==> src/rtl/vcxo_correction_slewer.sv <==
// Purpose: clamps the MCU correction target and slews VCXO_correction toward it by at most STEP_MAX per tick, frozen while tx is high.
// Latency: target is latched on the cycle after target_valid; the output moves only on slew ticks (one every TICK_DIV cycles).
// Backpressure: none, and the newest target_valid wins. Optional macro VCXO_SLEW_BYPASS_EN adds slew_bypass, which loads the target directly.
module vcxo_correction_slewer #(
    parameter int TICK_DIV   = 1228800,
    parameter int STEP_MAX   = 1,
    parameter int CORR_LIMIT = 2000
) (
    input  logic        clk_in,
    input  logic        reset_n,
    input  logic [15:0] target_in,
    input  logic        target_valid,
    input  logic        tx,
`ifdef VCXO_SLEW_BYPASS_EN
    input  logic        slew_bypass,
`endif
    output logic [15:0] VCXO_correction,
    output logic        busy,
    output logic        at_target,
    output logic        clamped
);
    typedef enum logic [1:0] {IDLE = 2'd0, RAMP = 2'd1, HOLD = 2'd2} state_t;

    localparam int                 CW       = $clog2(TICK_DIV);
    localparam logic [CW-1:0]      CNT_LAST = CW'(TICK_DIV - 1);
    localparam logic signed [16:0] LIM_POS  = 17'(CORR_LIMIT);
    localparam logic signed [16:0] LIM_NEG  = -LIM_POS;
    localparam logic signed [16:0] STEP_LIM = 17'(STEP_MAX);

    state_t             state_q, state_d;
    logic [CW-1:0]      cnt_q, cnt_d;
    logic signed [15:0] target_q, target_d;
    logic signed [15:0] out_q, out_d;
    logic               clamped_q, clamped_d;
    logic               busy_q, busy_d;
    logic               at_target_q, at_target_d;

    logic               tick;
    logic signed [16:0] in_ext;
    logic signed [15:0] in_clamped;
    logic               in_oor;
    logic signed [16:0] diff, mag, step, delta;

    // Input clamp and bounded step, both in 17 bits so neither can wrap.
    always_comb begin
        in_ext     = {target_in[15], target_in};
        in_oor     = 1'b0;
        in_clamped = target_in;
        if (in_ext > LIM_POS) begin
            in_oor     = 1'b1;
            in_clamped = LIM_POS[15:0];
        end else if (in_ext < LIM_NEG) begin
            in_oor     = 1'b1;
            in_clamped = LIM_NEG[15:0];
        end

        diff  = {target_q[15], target_q} - {out_q[15], out_q};
        mag   = diff[16] ? -diff : diff;
        step  = (mag > STEP_LIM) ? STEP_LIM : mag;
        delta = diff[16] ? -step : step;
    end

    always_comb begin
        cnt_d       = cnt_q;
        state_d     = state_q;
        target_d    = target_q;
        out_d       = out_q;
        clamped_d   = clamped_q;
        tick        = 1'b0;

        if (tx) begin
            cnt_d = '0;
        end else if (cnt_q == CNT_LAST) begin
            cnt_d = '0;
            tick  = 1'b1;
        end else begin
            cnt_d = cnt_q + 1'b1;
        end

        if (target_valid) begin
            target_d  = in_clamped;
            clamped_d = in_oor;
        end

        // Decisions compare against target_d so a freshly latched target is acted on without an idle cycle.
        case (state_q)
            IDLE: begin
                if (target_d != out_q) begin
                    state_d = tx ? HOLD : RAMP;
                end
            end
            RAMP: begin
                if (tx) begin
                    state_d = HOLD;
                end else begin
                    if (tick) begin
                        out_d = 16'({out_q[15], out_q} + delta);
                    end
                    if (out_d == target_d) begin
                        state_d = IDLE;
                    end
                end
            end
            HOLD: begin
                if (!tx) begin
                    state_d = (target_d != out_q) ? RAMP : IDLE;
                end
            end
            default: state_d = IDLE;
        endcase

`ifdef VCXO_SLEW_BYPASS_EN
        if (slew_bypass && !tx) begin
            out_d   = target_d;
            state_d = IDLE;
            cnt_d   = '0;
        end
`endif

        busy_d      = (state_d != IDLE);
        at_target_d = (state_d == IDLE);
    end

    always_ff @(posedge clk_in or negedge reset_n) begin
        if (!reset_n) begin
            state_q     <= IDLE;
            cnt_q       <= '0;
            target_q    <= '0;
            out_q       <= '0;
            clamped_q   <= 1'b0;
            busy_q      <= 1'b0;
            at_target_q <= 1'b1;
        end else begin
            state_q     <= state_d;
            cnt_q       <= cnt_d;
            target_q    <= target_d;
            out_q       <= out_d;
            clamped_q   <= clamped_d;
            busy_q      <= busy_d;
            at_target_q <= at_target_d;
        end
    end

    assign VCXO_correction = out_q;
    assign busy            = busy_q;
    assign at_target       = at_target_q;
    assign clamped         = clamped_q;

endmodule

==> config.mk <==
export PLATFORM = sky130hd
export DESIGN_NAME = vcxo_correction_slewer
export DESIGN_NICKNAME = d
export VERILOG_FILES = /design/src/rtl/vcxo_correction_slewer.sv
export SDC_FILE = /design/constraint.sdc
export NUM_CORES = 1
export LEC_CHECK = 0
export CORE_MARGIN = 1
export CORE_UTILIZATION = 44
export DETAILED_ROUTE_END_ITERATION = 10
export GPL_TIMING_DRIVEN = 0
export PLACE_DENSITY = 0.61
export SETUP_SLACK_MARGIN = 0.4
export SYNTH_ARGS = -nofsm -noshare
export SYNTH_HDL_FRONTEND = slang
export SYNTH_SLANG_ARGS = --single-unit
==> constraint.sdc <==
create_clock -name clk_in -period 8.2 [get_ports clk_in]
set_input_delay 1.23 -clock clk_in [delete_from_list [all_inputs] [get_ports clk_in]]
set_output_delay 1.23 -clock clk_in [all_outputs]
set_load 0.01 [all_outputs]
# [After elaboration in Yosys (flattened, before gate mapping)]
# Index checks and enable logic that the tools add are counted.
[classes] n_addsub=5 n_mul=0 div_mod_pow=0 order_cmp=3 n_eq_ne=5 shift=0 muxes=22 bitwise_logic=1 reduce_logical=4
[ops] cell="16-bit two-way mux" count=8
[ops] cell="21-bit two-way mux" count=2
[ops] cell="21-bit by 1-bit adder with 21-bit output, second input constant" count=1
[ops] cell="21-bit equality test, second input constant" count=1
[ops] cell="17-bit by 2-bit > comparator with 1-bit output, second input constant" count=1
[ops] cell="17-bit two-way mux" count=1
[ops] cell="17-bit negator" count=1
[ops] cell="16-bit by 16-bit subtractor with 17-bit output" count=1
[ops] cell="16-bit adder" count=1
[ops] cell="16-bit equality test" count=1
[ops] cell="16-bit by 12-bit > comparator with 1-bit output, second input constant" count=1
[ops] cell="16-bit by 12-bit < comparator with 1-bit output, second input constant" count=1
[ops] cell="16-bit inequality test" count=1
[ops] cell="16-bit negator" count=1
[ops] cell="2-bit two-way mux" count=5
[ops] cell="2-bit one-hot mux with 3 select lines" count=1
[ops] cell="1-bit two-way mux" count=5
[ops] cell="2-bit zero test" count=2
[ops] cell="2-bit by 1-bit equality test with 1-bit output, second input constant" count=1
[ops] cell="2-bit equality test, second input constant" count=1
[ops] cell="2-bit AND reduction" count=1
[ops] cell="2-bit nonzero test" count=1
[ops] cell="1-bit inverter" count=1
[totals] ff_bits=58 latchBits=0 mem_bits_rw=0 rom_bits=0 input_bits=20 wordCells=47 n_memories=0

# [Depth between registers and ports, before layout]
# Gate-level depths: netlist of run 1.
[logic_depth] word_depth=16 ltp_mapped=32 mapped_depth_nobuf=30

# [Worst setup path after synthesis of run 1]
# No wires, ideal clock.
[synth_path] kind="register -> register" start="register out_q[0] (netlist: VCXO_correction[0])" end="register busy_q (netlist: busy)" arrival_time_ps=6650 t_required_ps=8061 path_slack_ps=1412 stages_incl_launch_ff=30 path_buffers=0 path_cell_list="dfrtp_1 ha_1 fa_1 nand2b_1 a211oi_4 o21ai_2 o311a_1 a311o_1 nand2b_1 o211a_1 a311o_1 nor4b_1 a31o_2 nand2_1 inv_1 ha_1 and2_1 ha_1 a211oi_1 o21ai_0 a211oi_1 o21ai_0 a31oi_1 xnor2_1 o311ai_0 a2111o_1 nor2_1 nand2_1 nor4_1 a211oi_1"
[synth_via] elab_chain_cells=16
[synth_rtl] item="from (decl)" line="33" rtl="logic signed [15:0] out_q, out_d;"
[synth_rtl] item="from (signal assigned)" line="137" rtl="out_q <= out_d;"
[synth_rtl] item="16-bit by 16-bit subtractor with 17-bit output" line="57" rtl="diff = {target_q[15], target_q} - {out_q[15], out_q};"
[synth_rtl] item="17-bit negator" line="58" rtl="mag = diff[16] ? -diff : diff;"
[synth_rtl] item="17-bit two-way mux" line="58"
[synth_rtl] item="17-bit by 2-bit > comparator with 1-bit output" line="59" rtl="step = (mag > STEP_LIM) ? STEP_LIM : mag;"
[synth_rtl] item="16-bit two-way mux" line="59"
[synth_rtl] item="16-bit negator" line="60" rtl="delta = diff[16] ? -step : step;"
[synth_rtl] item="16-bit two-way mux" line="60"
[synth_rtl] item="16-bit adder" line="97" rtl="out_d = 16'({out_q[15], out_q} + delta);"
[synth_rtl] item="16-bit two-way mux" line="96" rtl="if (tick) begin"
[synth_rtl] item="16-bit two-way mux" line="93" rtl="if (tx) begin"
[synth_rtl] item="16-bit two-way mux" line="86" rtl="case (state_q)"
[synth_rtl] item="16-bit equality test" line="99" rtl="if (out_d == target_d) begin"
[synth_rtl] item="2-bit two-way mux" line="99"
[synth_rtl] item="2-bit two-way mux" line="93"
[synth_rtl] item="2-bit one-hot mux with 3 select lines *" line="86"
[synth_rtl] item="2-bit nonzero test *" line="120" rtl="busy_d = (state_d != IDLE);"
[synth_rtl] item="named net busy_d" line="35" rtl="logic busy_q, busy_d;"
[synth_rtl] item="to (signal assigned)" line="139" rtl="busy_q <= busy_d;"
[synth_rtl] item="to (decl)" line="35"
# Mark *: on every way through the listed nets, which the timed path passes. The rest lies on a longest branch. The select of a mux whose other input is x is not followed.
# A chain may end at the register's enable or synchronous reset.

# [Final worst setup path of run 1]
# Ends and elaborated chain as after synthesis.

==> run metrics, run 1 <==
outcome complete, no violations; post-layout min period 7.46 ns; clock transition at the registers of the reported paths 0.06 ns; end of the critical path busy$_DFF_PN0_; post-DP HPWL 15.5 mm; Yosys reg bits 58; period utilization 0.910; TritonRoute pass-1 iters 5; Num CTS Buffers 9; Cell Area, Synth 6060 um2; Critical path buffers and inverters 2; Final Wtd Congestion 0.989; num rows 42; Post-synth top cells nor2_1, nand2_1, dfrtp_1; I/O Buffers 37; top cell type's share of synthesized area 0.235; Cell Count, Final, Fillers Out 1,008; CTS root buf clkbuf_16; Starting Density 0.454; wire per inst 19.7 um; DRT iter0 DRCs 387; cell count after synthesis 774; first-pass GRT wire length 31.4 mm; Reg area 1450 um2; R2R Path Start VCXO_correction[0]$_DFFE_PN0P_; die area 14,300 um2; leading area contributor after synthesis dfrtp_1; die height 119 um; worst r2r path cells 30; vias 6,202; cell with the most instances after synthesis nor2_1; Layout area overhead 18.0%; Max VDD drop 0.120 mV; critical path's top delay family compound AO/OA/AOI/OAI gates; drt drc 0; gr busiest metal met2; GRT Residual Overflow 0; I/O pins 39; final hold vios 0; Syn Area/Cell 7.83 um2; R2R setup slack 0.74 ns; vias in the first global route 6,064; Critical path origin VCXO_correction[0]$_DFFE_PN0P_; setup violators final 0; MaxCap Viol Count 0; n_diodes 0; nets 883; EDFF count, synth 0; Seq/Total Area, Yosys 0.240; crit path kind flip-flop to flip-flop; Leak 2.89 nW; worst path arrival time 7.66 ns; Data required, critical path 8.40 ns; DRT Wirelength 19.9 mm; dominant cells by area after synthesis dfrtp_1, ha_1, xnor2_1, nor2_1, nand2_1; syn_nets 830; Crit. End Element flip-flop; Total GRT Usage 0.283; RSZ-0062 raised after global routing no; PD cells 154 nW/um2; Crit path depth 30; Reg2Reg Capture Point busy$_DFF_PN0_; met3 Usage GRT 0.0283; Synth Flop Type dfrtp_1; asr flop ratio synth 1.00; startpoint types flip-flop; type of the worst min-delay path flip-flop to flip-flop; global routing usage on met1 0.352; hold buffer count at cts 0; die width 119 um; Bufs on Longest Clock Path 2; headroom to the max-slew limit 0.380; dpl cells 988; Yosys cell types 72; fill cell count 1,282; Ys Warns 0; Worst path slowest cell dfrtp_2; largest net degree at the start of global routing 38; Setup Skew 0.00669 ns; area occupied by multi-input gates 4430 um2; initial antenna violation count 0; H-tree Lvls 3; worst-margin pin slew 0.917 ns; clk_lat worst skew 0.34 ns; Highest Clock Rate 134 MHz; met2 Use GR 0.489; Core ar. 13,300 um2; Max Slew Vio Count 0; layout cell share with drive strength beyond 1 0.0962; CTS sink cnt 58; post-route setup TNS 0 ns; via/cell ratio 6.15; CP max stage delay 0.47 ns; antenna-violating nets left 0; CTS tree done; critical path peak fanout 7
## repair_timing
| item | 4_1_cts | 5_1_grt |
|---|---|---|
| hold endpoints to repair | 0 | 0 |
| endpoints found under the setup margin | 3 | 3 |
| buffers inserted | 0 | 4 |
| resized for setup | 4 | 28 |
| pin swaps | 0 | 5 |
## worst min-delay path by stage
| stage | from | end | slack [ns] | depth (start not counted) |
|---|---|---|---|---|
| 6_report | cnt_q[0]$_DFF_PN0_ | cnt_q[0]$_DFF_PN0_ | 0.49 | 1 |
| 5_1_grt | cnt_q[0]$_DFF_PN0_ | cnt_q[0]$_DFF_PN0_ | 0.51 | 1 |
| 4_1_cts | cnt_q[0]$_DFF_PN0_ | cnt_q[0]$_DFF_PN0_ | 0.49 | 1 |
| 3_5_place_dp | cnt_q[0]$_DFF_PN0_ | cnt_q[0]$_DFF_PN0_ | 0.48 | 1 |
| 3_3_place_gp | cnt_q[0]$_DFF_PN0_ | cnt_q[0]$_DFF_PN0_ | 0.48 | 1 |
| 2_1_floorplan | cnt_q[0]$_DFF_PN0_ | cnt_q[0]$_DFF_PN0_ | 0.46 | 1 |
## cells by family after synthesis
logic type                 synth area share
buffers and inverters                0.0460
DFF                                   0.240
muxes                                0.0423
AOI/OAI and AO/OA                     0.254
xor gates and xnor gates             0.0910
adders and majority gates            0.0768
and+or+nand+nor                       0.250
## through the flow
| step | utilization | worst slack [ns] | hold WS [ns] | cell area (um2) | total power [mW] |
|---|---|---|---|---|---|
| floorplan | - | 1.41 | 0.455 | 6060 | 0.549 |
| global placement | 0.498 | 0.430 | 0.480 | 6650 | 0.634 |
| detailed placement | 0.500 | 0.270 | 0.481 | 6670 | 0.644 |
| CTS | 0.526 | 0.416 | 0.490 | 7030 | 1.09 |
| global route | 0.536 | 0.411 | 0.514 | 7150 | 1.15 |
| finish | 0.536 | 0.737 | 0.491 | 7150 | 1.10 |
## worst reg2reg max path: cells and delay by family, from the launching register on
kind,cells,cell delay (ns)
flip-flops,1,0.47
AND/OR/NAND/NOR,12,2.34
buffers and inverters,2,0.26
adder cells (fa/ha/maj),4,1.37
AO/OA/AOI/OAI,12,2.86
## routing by layer
metal / up-vias / part of all wire
met5: - / 0
li1: 2983 / -
met1: 2965 / 0.42
met2: 201 / 0.49
met4: 0 / 0.038
met3: 53 / 0.047
## layout make-up
class | instances | area share
clock buffers | 9 | 0.0315
inverters | 43 | 0.0226
flip-flops and latches | 58 | 0.203
well taps | 176 | 0.0308
multi-input cells | 646 | 0.619
plain buffers | 27 | 0.0168
clock inverters | 7 | 0.0175
repair buffers | 42 | 0.0581
## where the power goes
group          leakage [nW]  internal (mW)  switching (mW)  total, mW
logic                  1.97          0.133           0.215      0.349
registers             0.749          0.297          0.0108      0.308
clock network         0.170          0.299           0.146      0.445
## sequential cells by signal, indices dropped and copies added, names as in the netlist
signal	cells
target_q	16
cnt_q	21
at_target	1
busy	1
clamped	1
VCXO_correction	16
state_q	2
## layout by cell type (no fill, tap or decap), types with 6 or more instances in the layout
cell type,count
a211o_1,6
a211oi_1,7
a21o_1,9
a21oi_1,44
a31o_2,10
a31oi_1,19
and2_1,9
and3_1,15
clkbuf_1,22
clkbuf_16,9
clkdlybuf4s50_1,36
dfrtp_1,56
ha_1,33
inv_1,42
mux2_2,9
mux2i_1,14
nand2_1,74
nand2b_1,9
nand3_1,27
nand4_1,10
nor2_1,74
nor2b_1,6
nor3_1,25
nor4_1,7
o211ai_1,14
o21a_1,10
o21ai_0,29
or2_2,7
xnor2_1,42
xor2_1,20
Power figures use the tool's default switching activity.
==> inputs of run 2 (changes only) <==
--- a/config.mk
+++ b/config.mk
@@ -7,8 +7,10 @@
 export LEC_CHECK = 0
 export CORE_MARGIN = 1
 export CORE_UTILIZATION = 44
+export CTS_CLUSTER_DIAMETER = 40
 export DETAILED_ROUTE_END_ITERATION = 10
 export GPL_TIMING_DRIVEN = 0
+export HOLD_SLACK_MARGIN = 0.08
 export PLACE_DENSITY = 0.61
 export SETUP_SLACK_MARGIN = 0.4
 export SYNTH_ARGS = -nofsm -noshare
==> results of run 2 <==
Final layout, timing and power as in run 1 (identical DEF).
==> inputs of run 3 (changes only) <==
--- a/config.mk
+++ b/config.mk
@@ -10,8 +10,7 @@
 export CTS_CLUSTER_DIAMETER = 40
 export DETAILED_ROUTE_END_ITERATION = 10
 export GPL_TIMING_DRIVEN = 0
-export HOLD_SLACK_MARGIN = 0.08
-export PLACE_DENSITY = 0.61
+export PLACE_DENSITY = 0.64
 export SETUP_SLACK_MARGIN = 0.4
 export SYNTH_ARGS = -nofsm -noshare
 export SYNTH_HDL_FRONTEND = slang
==> constraint.sdc (replaced) <==
create_clock -name clk_in -period 6.03 [get_ports clk_in]
set_input_delay 0.9045 -clock clk_in [delete_from_list [all_inputs] [get_ports clk_in]]
set_output_delay 0.9045 -clock clk_in [all_outputs]
set_load 0.01 [all_outputs]
==> run 3 against run 2 <==
Compared with the run above: the flow now finishes with violations (setup timing); largest power group is now combinational logic; via count grew 5.1%; routed wire length grew 4.9%; sequential share of layout area shrank 2.5 points; critical path depth grew 1; utilization grew 8.0 points; cell count grew 5.4%; first-iteration DRC count grew 47%; clock power grew 17%; clock-buffer cell count grew 1; die area is the same; fmax grew 10%.
==> run metrics, run 3 (synthesis gave the netlist of run 1 again) <==
Comb pwr share 0.393; RSZ-0062 raised after global routing yes; setup violators final 3; Reg2Reg Capture Point at_target$_DFF_PN1_; via/cell ratio 6.14; met2 Use GR 0.516; most common cell after layout, fill and taps aside nor2_1; nets 937; tightest hold margin 0.497 ns; R2R Path Start VCXO_correction[0]$_DFFE_PN0P_; final hold vios 0; Sw Ratio 0.355; Bufs on Longest Clock Path 2; Seq pwr share 0.271; Max VDD drop 0.164 mV; largest net degree at the start of global routing 40; Starting Density 0.454; R2R setup slack -0.74 ns; PD cells 188 nW/um2; Reg area 1470 um2; global routing usage on met1 0.356; max reg flops 21; worst path arrival time 7.05 ns; drt drc 0; fill cell count 1,167; gr busiest metal met2; DRT iter0 DRCs 567; clk_lat worst skew 0.33 ns; wire per inst 19.7 um; Final Wtd Congestion 0.939; initial antenna violation count 0; Core ar. 13,300 um2; worst-margin pin slew 0.792 ns; num rows 42; most frequent cells in the layout nor2_1, nand2_1, buf_4; vias in the first global route 6,458; outcome finished, violations left; type of the worst min-delay path flip-flop to flip-flop; cell mode on critical path buf_4; CTS sink cnt 58; Total GRT Usage 0.295; n_diodes 0; area occupied by multi-input gates 5020 um2; Data required, critical path 6.30 ns; I/O Buffers 37; die width 119 um; critical path peak fanout 6; die area 14,300 um2; DRT Wirelength 20.9 mm; layout cell share with drive strength beyond 1 0.261; Layout area overhead 35.5%; post-layout min period 6.77 ns; crit path kind flip-flop to flip-flop; Highest Clock Rate 148 MHz; worst r2r path cells 31; hold path cells 1; failing checks setup timing; startpoint types flip-flop; Clk pwr share 0.336; end of the worst hold path cnt_q[0]$_DFF_PN0_; I/O pins 39; fin worst setup slack -0.742 ns; sw power 0.548 mW; Leak 3.32 nW; antenna-violating nets left 0; TritonRoute pass-1 iters 5; CTS root buf clkbuf_16; Total Power 1.54 mW; Crit. End Element flip-flop; met3 Usage GRT 0.0398; Worst path slowest cell or4_4; vias 6,520; CTS tree done; H-tree Lvls 3; Max Slew Vio Count 0; Num CTS Buffers 9; post-DP HPWL 15.5 mm; period utilization 1.12; launch point of the worst hold path cnt_q[0]$_DFF_PN0_; clock transition at the registers of the reported paths 0.06 ns; first-pass GRT wire length 32.9 mm; GRT Residual Overflow 0; largest reg by FF count cnt_q; post-route setup TNS -2.03 ns; headroom to the max-slew limit 0.468; hold buffer count at cts 0; Setup Skew 0.00676 ns; Internal 0.996 mW; MaxCap Viol Count 0; CP max stage delay 0.52 ns; die height 119 um
-- run 3: cell types whose count changed in the layout (fill, tap and decap cells not counted), moves of 7 or more --
cell,previous run,this run
inv_1,42,35
buf_4,4,48
nand2_2,0,7
ha_4,0,9
ha_1,33,20
dfrtp_1,56,47
nand2_1,74,66
o21ai_0,29,21
buf_6,2,12
dfrtp_2,1,10
-- run 3: critical path: cells and delay by family (launching register included) --
kind                       cells  cell delay, ns
AOI/OAI and AO/OA              9            1.68
adders and majority gates      3            1.05
buffers and inverters          7            1.05
DFF                            1            0.42
and+or+nand+nor               12            2.51
-- run 3: repair_timing --
item / CTS / global route
gates resized for setup: 71 / 55
setup endpoints to repair: 18 / 13
setup buffers: 42 / 16
pin swaps: 43 / 46
-- run 3: through the flow --
stage	std cells	util	setup slack [ns]	instance area (um2)
2_1_floorplan	774	-	-0.0488	6330
3_3_place_gp	987	0.518	-1.51	6920
3_5_place_dp	988	0.520	-1.66	6940
4_1_cts	1046	0.589	-0.581	7860
5_1_grt	1062	0.615	-1.08	8210
6_report	1062	0.615	-0.742	8210
-- run 3: final cells by class --
cell class,count,share of cell area
Buffer,27,0.0196
Clock buffer,10,0.0291
Clock inverter,6,0.00807
Inverter,43,0.0209
Multi-Input combinational cell,646,0.612
Sequential cell,58,0.178
Tap cell,176,0.0268
Timing Repair Buffer,96,0.106
-- run 3: worst max-delay path by stage --
stage | startpoint | endpoint | slack (ns)
3_5_place_dp | VCXO_correction[11]$_DFFE_PN0P_ | busy$_DFF_PN0_ | -1.66
3_3_place_gp | VCXO_correction[11]$_DFFE_PN0P_ | busy$_DFF_PN0_ | -1.51
5_1_grt | target_q[0]$_DFF_PN0_ | busy$_DFF_PN0_ | -1.08
6_report | VCXO_correction[0]$_DFFE_PN0P_ | at_target$_DFF_PN1_ | -0.74
2_1_floorplan | VCXO_correction[0]$_DFFE_PN0P_ | busy$_DFF_PN0_ | -0.05
4_1_cts | VCXO_correction[0]$_DFFE_PN0P_ | busy$_DFF_PN0_ | -0.58
-- run 3: power groups by stage --
stage / clock network, mW / logic, mW / registers (mW)
floorplan: 0 / 0.360 / 0.421
global placement: 0 / 0.474 / 0.425
detailed placement: 0 / 0.486 / 0.425
CTS: 0.525 / 0.559 / 0.418
global route: 0.546 / 0.651 / 0.421
finish: 0.519 / 0.606 / 0.419
-- run 3: metal layers --
metal | vias to the layer above | part of all wire
met5 | - | 0
met4 | 0 | 0.034
met3 | 56 | 0.049
met2 | 223 | 0.50
met1 | 3158 | 0.42
li1 | 3083 | -
